<file path="src/rtl/mr_wb_uart_tx_if.sv">
// Pipelined Wishbone B4 bundle between the bus arbiter (master) and the UART TX slave.
// A request is accepted on any cycle with cyc_i & stb_i. ack_o or err_o follows one cycle
// later with dat_o, and only while cyc_i is still high. stall_o is never asserted.
interface mr_wb_uart_tx_if #(
  parameter int ADDR_BITS = 30,
  parameter int XLEN      = 32
);
  logic [ADDR_BITS-1:0] addr_i;
  logic                 we_i;
  logic [XLEN/8-1:0]    sel_i;
  logic [XLEN-1:0]      dat_i;
  logic                 stb_i;
  logic                 cyc_i;
  logic                 ack_o;
  logic                 err_o;
  logic [XLEN-1:0]      dat_o;
  logic                 stall_o;

  modport master (
    output addr_i, we_i, sel_i, dat_i, stb_i, cyc_i,
    input  ack_o, err_o, dat_o, stall_o
  );

  modport slave (
    input  addr_i, we_i, sel_i, dat_i, stb_i, cyc_i,
    output ack_o, err_o, dat_o, stall_o
  );
endinterface

</file>
<file path="src/rtl/mr_wb_uart_tx.sv">
// Wishbone UART transmitter: byte FIFO feeding an 8N1 LSB-first serialiser whose
// bit time is DIVISOR clocks. DIVISOR is latched at each START.
module mr_wb_uart_tx #(
  parameter int FIFO_DEPTH = 8,
  parameter int DIV_RESET  = 868,
  parameter int ADDR_BITS  = 30,
  parameter int XLEN       = 32
) (
  input  logic             clk_i,
  input  logic             rst_i,
  mr_wb_uart_tx_if.slave   bus,
  output logic             tx_o,
  output logic [1:0]       state_dbg
);
  localparam int PTR_W = $clog2(FIFO_DEPTH) + 1;
  localparam int AW    = PTR_W - 1;

  typedef enum logic [1:0] {IDLE = 2'd0, START = 2'd1, DATA = 2'd2, STOP = 2'd3} state_t;

  state_t           state;
  logic [7:0]       mem [FIFO_DEPTH];
  logic [PTR_W-1:0] wr_ptr, rd_ptr, level;
  logic             full, empty, push, pop, div_we;
  logic [15:0]      divisor, frame_div, timer;
  logic [7:0]       shift;
  logic [2:0]       bit_idx;
  logic             tx_q;
  logic             req, rsp_err, ack_q, err_q;
  logic [XLEN-1:0]  rsp_dat, dat_q;
  logic [7:0]       status;
  logic [3:0]       level4;
  logic             unused_bits;

  assign unused_bits = ^{bus.addr_i[ADDR_BITS-1:2], bus.sel_i[XLEN/8-1:2], bus.dat_i[XLEN-1:16]};

  // Full/empty/level come from pre-cycle pointers, so a pop in the same cycle never frees a slot.
  assign full   = (wr_ptr[PTR_W-1] != rd_ptr[PTR_W-1]) && (wr_ptr[AW-1:0] == rd_ptr[AW-1:0]);
  assign empty  = (wr_ptr == rd_ptr);
  assign level  = wr_ptr - rd_ptr;
  assign level4 = 4'(level);
  assign status = {level4, 1'b0, (state != IDLE), empty, full};
  assign req    = bus.cyc_i & bus.stb_i;

  always_comb begin
    push    = 1'b0;
    div_we  = 1'b0;
    rsp_err = 1'b0;
    rsp_dat = '0;
    if (req) begin
      case (bus.addr_i[1:0])
        2'd0: begin
          if (bus.we_i && bus.sel_i[0]) begin
            if (full) rsp_err = 1'b1;
            else      push    = 1'b1;
          end
        end
        2'd1: begin
          if (bus.we_i) rsp_err = 1'b1;
          else          rsp_dat = XLEN'(status);
        end
        2'd2: begin
          if (bus.we_i) div_we  = (bus.sel_i[1:0] == 2'b11);
          else          rsp_dat = XLEN'(divisor);
        end
        default: rsp_err = 1'b1;
      endcase
    end
  end

  assign pop = !empty && ((state == IDLE) || (state == STOP && timer == 16'd0));

  always_ff @(posedge clk_i) begin
    if (!rst_i) begin
      ack_q   <= 1'b0;
      err_q   <= 1'b0;
      dat_q   <= '0;
      divisor <= 16'(DIV_RESET);
    end else begin
      ack_q <= req & ~rsp_err;
      err_q <= req & rsp_err;
      dat_q <= (req & ~rsp_err) ? rsp_dat : '0;
      if (div_we) divisor <= (bus.dat_i[15:0] == 16'd0) ? 16'd1 : bus.dat_i[15:0];
    end
  end

  // A response whose cycle was dropped by the master is swallowed.
  assign bus.ack_o   = ack_q & bus.cyc_i;
  assign bus.err_o   = err_q & bus.cyc_i;
  assign bus.dat_o   = dat_q;
  assign bus.stall_o = 1'b0;

  always_ff @(posedge clk_i) begin
    if (push) mem[wr_ptr[AW-1:0]] <= bus.dat_i[7:0];
  end

  always_ff @(posedge clk_i) begin
    if (!rst_i) begin
      wr_ptr    <= '0;
      rd_ptr    <= '0;
      state     <= IDLE;
      tx_q      <= 1'b1;
      timer     <= '0;
      frame_div <= 16'd1;
      shift     <= '0;
      bit_idx   <= '0;
    end else begin
      if (push) wr_ptr <= wr_ptr + 1'b1;
      if (pop)  rd_ptr <= rd_ptr + 1'b1;
      case (state)
        IDLE: begin
          if (!empty) begin
            shift     <= mem[rd_ptr[AW-1:0]];
            frame_div <= divisor;
            timer     <= divisor - 16'd1;
            tx_q      <= 1'b0;
            state     <= START;
          end
        end
        START: begin
          if (timer != 16'd0) timer <= timer - 16'd1;
          else begin
            timer   <= frame_div - 16'd1;
            tx_q    <= shift[0];
            bit_idx <= 3'd0;
            state   <= DATA;
          end
        end
        DATA: begin
          if (timer != 16'd0) timer <= timer - 16'd1;
          else begin
            timer <= frame_div - 16'd1;
            if (bit_idx == 3'd7) begin
              tx_q  <= 1'b1;
              state <= STOP;
            end else begin
              shift   <= shift >> 1;
              tx_q    <= shift[1];
              bit_idx <= bit_idx + 3'd1;
            end
          end
        end
        STOP: begin
          if (timer != 16'd0) timer <= timer - 16'd1;
          else if (!empty) begin
            // Next frame starts with no idle gap.
            shift     <= mem[rd_ptr[AW-1:0]];
            frame_div <= divisor;
            timer     <= divisor - 16'd1;
            tx_q      <= 1'b0;
            state     <= START;
          end else begin
            state <= IDLE;
          end
        end
        default: state <= IDLE;
      endcase
    end
  end

  assign tx_o      = tx_q;
  assign state_dbg = state;
endmodule

</file>
<file path="src/flat_wrapper.sv">
// flat-port wrapper written by rule: the top's interface ports become plain ports
module mr_wb_uart_tx_flat 
#(
  parameter int FIFO_DEPTH = 8,
  parameter int DIV_RESET  = 868,
  parameter int ADDR_BITS  = 30,
  parameter int XLEN       = 32
)
  (clk_i, rst_i, tx_o, state_dbg, bus_addr_i, bus_we_i, bus_sel_i, bus_dat_i, bus_stb_i, bus_cyc_i, bus_ack_o, bus_err_o, bus_dat_o, bus_stall_o);
  mr_wb_uart_tx_if #(.ADDR_BITS(ADDR_BITS), .XLEN(XLEN)) bus_i ();
  input  logic clk_i;
  input  logic rst_i;
  output logic tx_o;
  output logic [1:0] state_dbg;
  input wire logic [$bits(bus_i.addr_i)-1:0] bus_addr_i;
  input wire logic [$bits(bus_i.we_i)-1:0] bus_we_i;
  input wire logic [$bits(bus_i.sel_i)-1:0] bus_sel_i;
  input wire logic [$bits(bus_i.dat_i)-1:0] bus_dat_i;
  input wire logic [$bits(bus_i.stb_i)-1:0] bus_stb_i;
  input wire logic [$bits(bus_i.cyc_i)-1:0] bus_cyc_i;
  output wire logic [$bits(bus_i.ack_o)-1:0] bus_ack_o;
  output wire logic [$bits(bus_i.err_o)-1:0] bus_err_o;
  output wire logic [$bits(bus_i.dat_o)-1:0] bus_dat_o;
  output wire logic [$bits(bus_i.stall_o)-1:0] bus_stall_o;
  assign bus_i.addr_i = bus_addr_i;
  assign bus_i.we_i = bus_we_i;
  assign bus_i.sel_i = bus_sel_i;
  assign bus_i.dat_i = bus_dat_i;
  assign bus_i.stb_i = bus_stb_i;
  assign bus_i.cyc_i = bus_cyc_i;
  assign bus_ack_o = bus_i.ack_o;
  assign bus_err_o = bus_i.err_o;
  assign bus_dat_o = bus_i.dat_o;
  assign bus_stall_o = bus_i.stall_o;
  mr_wb_uart_tx #(.FIFO_DEPTH(FIFO_DEPTH), .DIV_RESET(DIV_RESET), .ADDR_BITS(ADDR_BITS), .XLEN(XLEN)) u_core (.clk_i(clk_i), .rst_i(rst_i), .bus(bus_i), .tx_o(tx_o), .state_dbg(state_dbg));
endmodule
</file>
<file path="config.mk">
export PLATFORM = sky130hd
export DESIGN_NAME = mr_wb_uart_tx_flat
export DESIGN_NICKNAME = d
export VERILOG_FILES = /design/src/rtl/mr_wb_uart_tx_if.sv /design/src/rtl/mr_wb_uart_tx.sv /design/src/flat_wrapper.sv
export SDC_FILE = /design/constraint.sdc
export NUM_CORES = 1
export LEC_CHECK = 0
export CELL_PAD_IN_SITES_DETAIL_PLACEMENT = 0
export CELL_PAD_IN_SITES_GLOBAL_PLACEMENT = 1
export CORE_ASPECT_RATIO = 0.7
export CORE_MARGIN = 2
export CORE_UTILIZATION = 40
export CTS_BUF_LIST = sky130_fd_sc_hd__clkbuf_4
export CTS_CLUSTER_SIZE = 20
export DETAILED_ROUTE_END_ITERATION = 6
export PLACE_DENSITY = 0.8
export SLEW_MARGIN = 20
export SYNTH_ARGS = -nofsm -noshare
export SYNTH_HDL_FRONTEND = slang
export SYNTH_SLANG_ARGS = --single-unit
</file>
<file path="constraint.sdc">
create_clock -name clk_i -period 2.4 [get_ports clk_i]
set_clock_uncertainty 0.15 [all_clocks]
set_input_delay 0.72 -clock clk_i [delete_from_list [all_inputs] [get_ports clk_i]]
set_output_delay 0.72 -clock clk_i [all_outputs]
set_load 0.02 [all_outputs]
</file>
==> Word level (Yosys, flattened, before mapping) <==
Memory sizes are Yosys's and may differ from the RTL's. A register that Yosys moved wholly into a read port is not among the register bits.
Cells that the tools add are included.
{ "op_classes": {"addsub": 7, "mul": 0, "div": 0, "order_cmp": 0, "n_eq_ne": 16, "shifts": 0, "n_mux": 49, "bitwise": 6, "reduce_logical": 22} }
{ "op_table": {"columns": ["op", "n"], "rows": [
  ["16-bit 2-to-1 mux", 7],
  ["32-bit case mux with 2 select lines", 1],
  ["16-bit case mux with 3 select lines", 1],
  ["16-bit by 1-bit subtractor with 16-bit output, second input constant", 3],
  ["8-bit 2-to-1 mux", 5],
  ["16-bit logical NOT", 2],
  ["16-bit case mux with 2 select lines", 1],
  ["8-bit case mux with 3 select lines", 1],
  ["1-bit 2-to-1 mux", 19],
  ["16-bit nonzero test", 1],
  ["3-bit 2-to-1 mux", 5],
  ["2-bit 2-to-1 mux", 5],
  ["2-bit != test, second input constant", 5],
  ["4-bit by 1-bit adder with 4-bit output, second input constant", 2],
  ["2-bit equality test, second input constant", 4],
  ["2-bit case mux with 4 select lines", 1],
  ["4-bit AND reduction", 2],
  ["3-bit case mux with 2 select lines", 1],
  ["3-bit AND reduction", 2],
  ["2-bit nonzero test", 3],
  ["1-bit AND", 5],
  ["5-bit AND reduction", 1],
  ["2-bit by 1-bit equality test with 1-bit output, second input constant", 2],
  ["4-bit equality test", 1],
  ["16 further kinds", 20]
]} }
{ "word_totals": {"regBits": 104, "latchBits": 0, "mem_bits_rw": 64, "mem_bits_ro": 0, "in_bits": 71, "elab_cells": 113, "memories": 1} }
{ "mem_list": {"columns": ["name", "words", "word_bits", "rd", "rd_clocked_by_memory_dff", "write_ports", "line_no", "rtl"], "rows": [
  ["u_core.mem", 8, 8, 1, 1, 1, "mr_wb_uart_tx.sv:21", "logic [7:0] mem [FIFO_DEPTH];"]
]} }

==> Logic depth before layout (Yosys ltp) <==
{ "depth": {"word_depth": 9, "ltp_mapped": 9} }

==> Least setup slack after synthesis <==
No wires, ideal clock.
{ "synth_timing": {"kind": "in2reg", "start": "in bus_sel_i[0]", "end": "mem u_core.mem[0][0] (enable)", "arrival_ns": 2.061, "required_ns": 1.855, "setup_slack_ns": -0.206, "stages": 3, "path_cell_list": "and4_1 > o211ai_1 > nor4_1"} }
{ "synth_via": {"elab_chain_len": 6} }
{ "synth_rtl": {"columns": ["item", "line_no", "rtl"], "rows": [
  ["start, declared", "flat_wrapper.sv:17", "input wire logic [$bits(bus_i.sel_i)-1:0] bus_sel_i;"],
  ["1-bit logical AND", "mr_wb_uart_tx.sv:52", "if (bus.we_i && bus.sel_i[0]) begin"],
  ["1-bit 2-to-1 mux", "mr_wb_uart_tx.sv:52", null],
  ["1-bit 2-to-1 mux", "mr_wb_uart_tx.sv:50", "case (bus.addr_i[1:0])"],
  ["1-bit 2-to-1 mux", "mr_wb_uart_tx.sv:49", "if (req) begin"],
  ["1-bit 2-to-1 mux", "mr_wb_uart_tx.sv:93", "if (push) mem[wr_ptr[AW-1:0]] <= bus.dat_i[7:0];"],
  ["1-bit 2-to-1 mux (not written as such)", "mr_wb_uart_tx.sv:93", null],
  ["end, declared", "mr_wb_uart_tx.sv:21", null]
]} }
Every way passes these cells.

==> Worst setup path in the final report <==
{ "layout_timing": {"start": "in bus_cyc_i", "end": "out bus_ack_o"} }
{ "layout_via": {"elab_chain_len": 1} }
{ "layout_rtl": {"columns": ["item", "line_no", "rtl"], "rows": [
  ["start, declared", "flat_wrapper.sv:20", "input wire logic [$bits(bus_i.cyc_i)-1:0] bus_cyc_i;"],
  ["1-bit AND", "mr_wb_uart_tx.sv:87", "assign bus.ack_o = ack_q & bus.cyc_i;"],
  ["end, declared", "flat_wrapper.sv:21", "output wire logic [$bits(bus_i.ack_o)-1:0] bus_ack_o;"]
]} }
Every way passes these cells.

==> impl_metrics.csv <==
group,metric,value,unit
outcome,status,"completed",
timing,max_freq,425,MHz
timing,slew_headroom,61.9,%
clock_tree,numCtsBuffers,17,
clock_tree,clock_path_buffers,2,
critical_path,crit_type,"in -> out",
global_routing,met2_usage,28.2,%
critical_path,cp.arrival,1480,ps
critical_path,cpPeakStageDelay,480,ps
timing,fin_tns_setup,0,ps
floorplan,dieWidth,166,um
cells_and_area,n_fill_cell,1638,
clock_tree,clock_sinks,155,
floorplan,ioPinCount,109,
drt,drtAntennaViolNets,0,
placement,hpwl,13.4,mm
critical_path,cpMaxStageDelayCell,"clkdlybuf4s50_1",
placement,io_buffers,45,
floorplan,die_h,118,um
cells_and_area,nets,898,
critical_path,cp.required,1530,ps
placement,pre_cts_ws,-402,ps
floorplan,coreArea,0.0181,mm^2
clock_tree,clock_latency,540,ps
floorplan,start_util,40.9,%
critical_path,cp_top_family,"buffers and inverters",
floorplan,dieArea,0.0196,mm^2
clock_tree,ctsRootBufferMaster,"clkbuf_4",
drt,drt-total-wl,18.4,mm
global_routing,grt_pass1_vias,5592,
timing,slew_viol_final,0,
critical_path,cp_max_fo,3,
placement,place_area,0.00854,mm^2
pwr,ir_drop,0.000521,V
timing,hold_slack,317,ps
logic_synthesis,synthesis.area,0.00739,mm^2
drt,viasPerCell,5.39,
pwr,p_per_area,1050,mW/mm^2
cells_and_area,antennaDiodeCount,0,
placement,dp_cells,1022,
logic_synthesis,synth.avg_cell_area,10.5,um^2
global_routing,antenna_found_initial,0,
cells_and_area,design_area,0.00886,mm^2
logic_synthesis,postSynth.asyncResetShare,0,%
logic_synthesis,ys_seq_area_share,50.7,%
logic_synthesis,yosysWarnings,0,
logic_synthesis,synth_area_leaders,"edfxtp_1, dfxtp_1, mux4_2",
logic_synthesis,synth_top_area_cell,"edfxtp_1",
logic_synthesis,ys_ff_latch,155,
timing,fin_ws,46.5,ps
cells_and_area,area_delta_synth_final,19.9,%
hold_path,worstHoldPathType,"reg -> reg",
critical_path,critPathBufInv,2,
drt,drc,0,
timing,period_share,98.1,%
clock_tree,htree_levels,4,
critical_path,worstSetupStartpointType,"primary input",
critical_path,critical_path.cell_chain,"clkdlybuf4s50_1 > and2_1 > buf_2",
cells_and_area,instances_no_fill,1056,
timing,final-hold-violation-count,0,
timing,worst_pin_slew,568,ps
global_routing,grt_overflow_total,0,
global_routing,met3_usage,4.17,%
global_routing,met1_usage,29.3,%
global_routing,grt_pass1_wl,30.0,mm
global_routing,top_usage_layer,"met1",
logic_synthesis,synth_edf_count,64,
job,cap_violations,0,
timing,min_period,2350,ps
clock_tree,cts_tree,"yes",
drt,firstDrtPassIters,7,
drt,wl_per_cell,17.4,um
timing,finalSetupViolations,0,
pwr,p_total,9.30,mW
floorplan,row_count,41,
drt,first_iter_violations,471,
pwr,p_leak,3.46,nW
placement,gp_routability_congestion,0.887,
logic_synthesis,synth-main-ff-cell,"dfxtp_1",
logic_synthesis,yosysTopAreaCellShare,26.0,%
clock_tree,path_clk_slew,130,ps
drt,via_count,5697,
logic_synthesis,syn_inst,703,
cells_and_area,drive_above_1_share,18.0,%
critical_path,crit_path_end_kind,"primary output",
global_routing,grt_start_max_net_pins,34,
global_routing,grtUsageTotal,19.2,%
logic_synthesis,synth.distinct_cells,65,
cells_and_area,fin_util,49.1,%
registers in the layout, indices dropped and copies added (netlist names), named ones only:
name              flops
u_core.ack_q          1
u_core.bit_idx        3
u_core.bus.dat_o     16
u_core.divisor       16
u_core.err_q          1
u_core.frame_div     16
u_core.mem           64
u_core.rd_ptr         4
u_core.shift          8
u_core.state_dbg      2
u_core.timer         16
u_core.tx_o           1
u_core.wr_ptr         4
cell usage after synthesis, drive strengths merged (5+ instances only):
library cell / instances
mux4: 16
nor2: 72
nand4b: 5
ha: 19
dfxtp: 91
a22oi: 6
a21oi: 36
or3: 5
nand2: 66
buf: 26
nor3: 19
or4: 5
nor4: 15
o22ai: 19
o211ai: 7
nand4: 5
and3: 10
o21ai: 13
xor2: 23
edfxtp: 64
nand3: 18
mux2i: 28
clkbuf: 29
xnor2: 19
inv: 28
a221o: 7
layout make-up:
class                   count  area, um^2  share of cell area (%)
clock inverters            14         153                    1.72
multi-input cells         481        3340                    37.7
inverters                  28         105                    1.19
well taps                 236         295                    3.33
repair buffers            124        1090                    12.3
clock buffers              18         135                    1.52
flip-flops and latches    155        3740                    42.2
cell families after synthesis:
group                    synth area share (%)
other                                  0.0507
adder cells (fa/ha/maj)                  3.49
AO/OA/AOI/OAI                            10.6
XOR/XNOR                                 4.98
AND/OR/NAND/NOR                          16.2
buffers and inverters                    5.45
multiplexers                             8.67
flip-flops                               50.7
power breakdown:
part	switching [mW]	total, mW	internal, mW
clock	1.04	1.61	0.572
sequential	0.245	3.22	2.98
combinational	2.42	4.47	2.05
worst register-to-register path: cells and delay by family (launching register included):
kind / cells / cell delay (ps)
DFF: 1 / 430
and+or+nand+nor: 2 / 380
adders and majority gates: 1 / 350
buffers and inverters: 2 / 330
AOI/OAI and AO/OA: 1 / 320
muxes: 1 / 210
final timing paths:
kind                            slack (ps)        startpoint                   end  depth (start not counted)
worst min-delay path                   320   u_core.shift[6]       u_core.shift[6]                          2
worst max register to register         110  u_core.rd_ptr[1]  u_core.frame_div[10]                          7
worst max-delay path                    50         bus_cyc_i             bus_ack_o                          3
worst min register to register         320   u_core.shift[6]       u_core.shift[6]                          2
metal layers:
layer	routed length (um)	vias up	part of all wire [%]
li1	-	2733	-
met1	9160	2768	50
met2	7950	186	43
met3	1120	10	6.1
met4	157	0	0.85
met5	0	-	0
repair_timing:
| action | 4_1_cts | 5_1_grt |
|---|---|---|
| buffers inserted | 1 | 1 |
| pin swaps | 1 | 1 |
| setup endpoints to repair | 19 | 45 |
| gates resized for setup | 20 | 15 |
| hold buffers | 0 | 0 |
cells in the final DEF, fill, tap and decap left out, types with 17 or more instances in the layout:
master / Yosys / routed
edfxtp_1: 64 / 64
o22ai_1: 19 / 19
buf_4: 18 / 76
xnor2_1: 19 / 19
nor3_1: 17 / 17
dfxtp_1: 91 / 91
clkbuf_4: 0 / 18
nand2_1: 65 / 65
nand3_1: 18 / 18
conb_1: 1 / 17
inv_1: 27 / 27
nor2_1: 72 / 71
mux2i_1: 28 / 28
clkdlybuf4s50_1: 0 / 24
a21oi_1: 35 / 35
ha_1: 19 / 19
xor2_1: 23 / 22
Note: power is estimated with default switching activity, not from simulation.
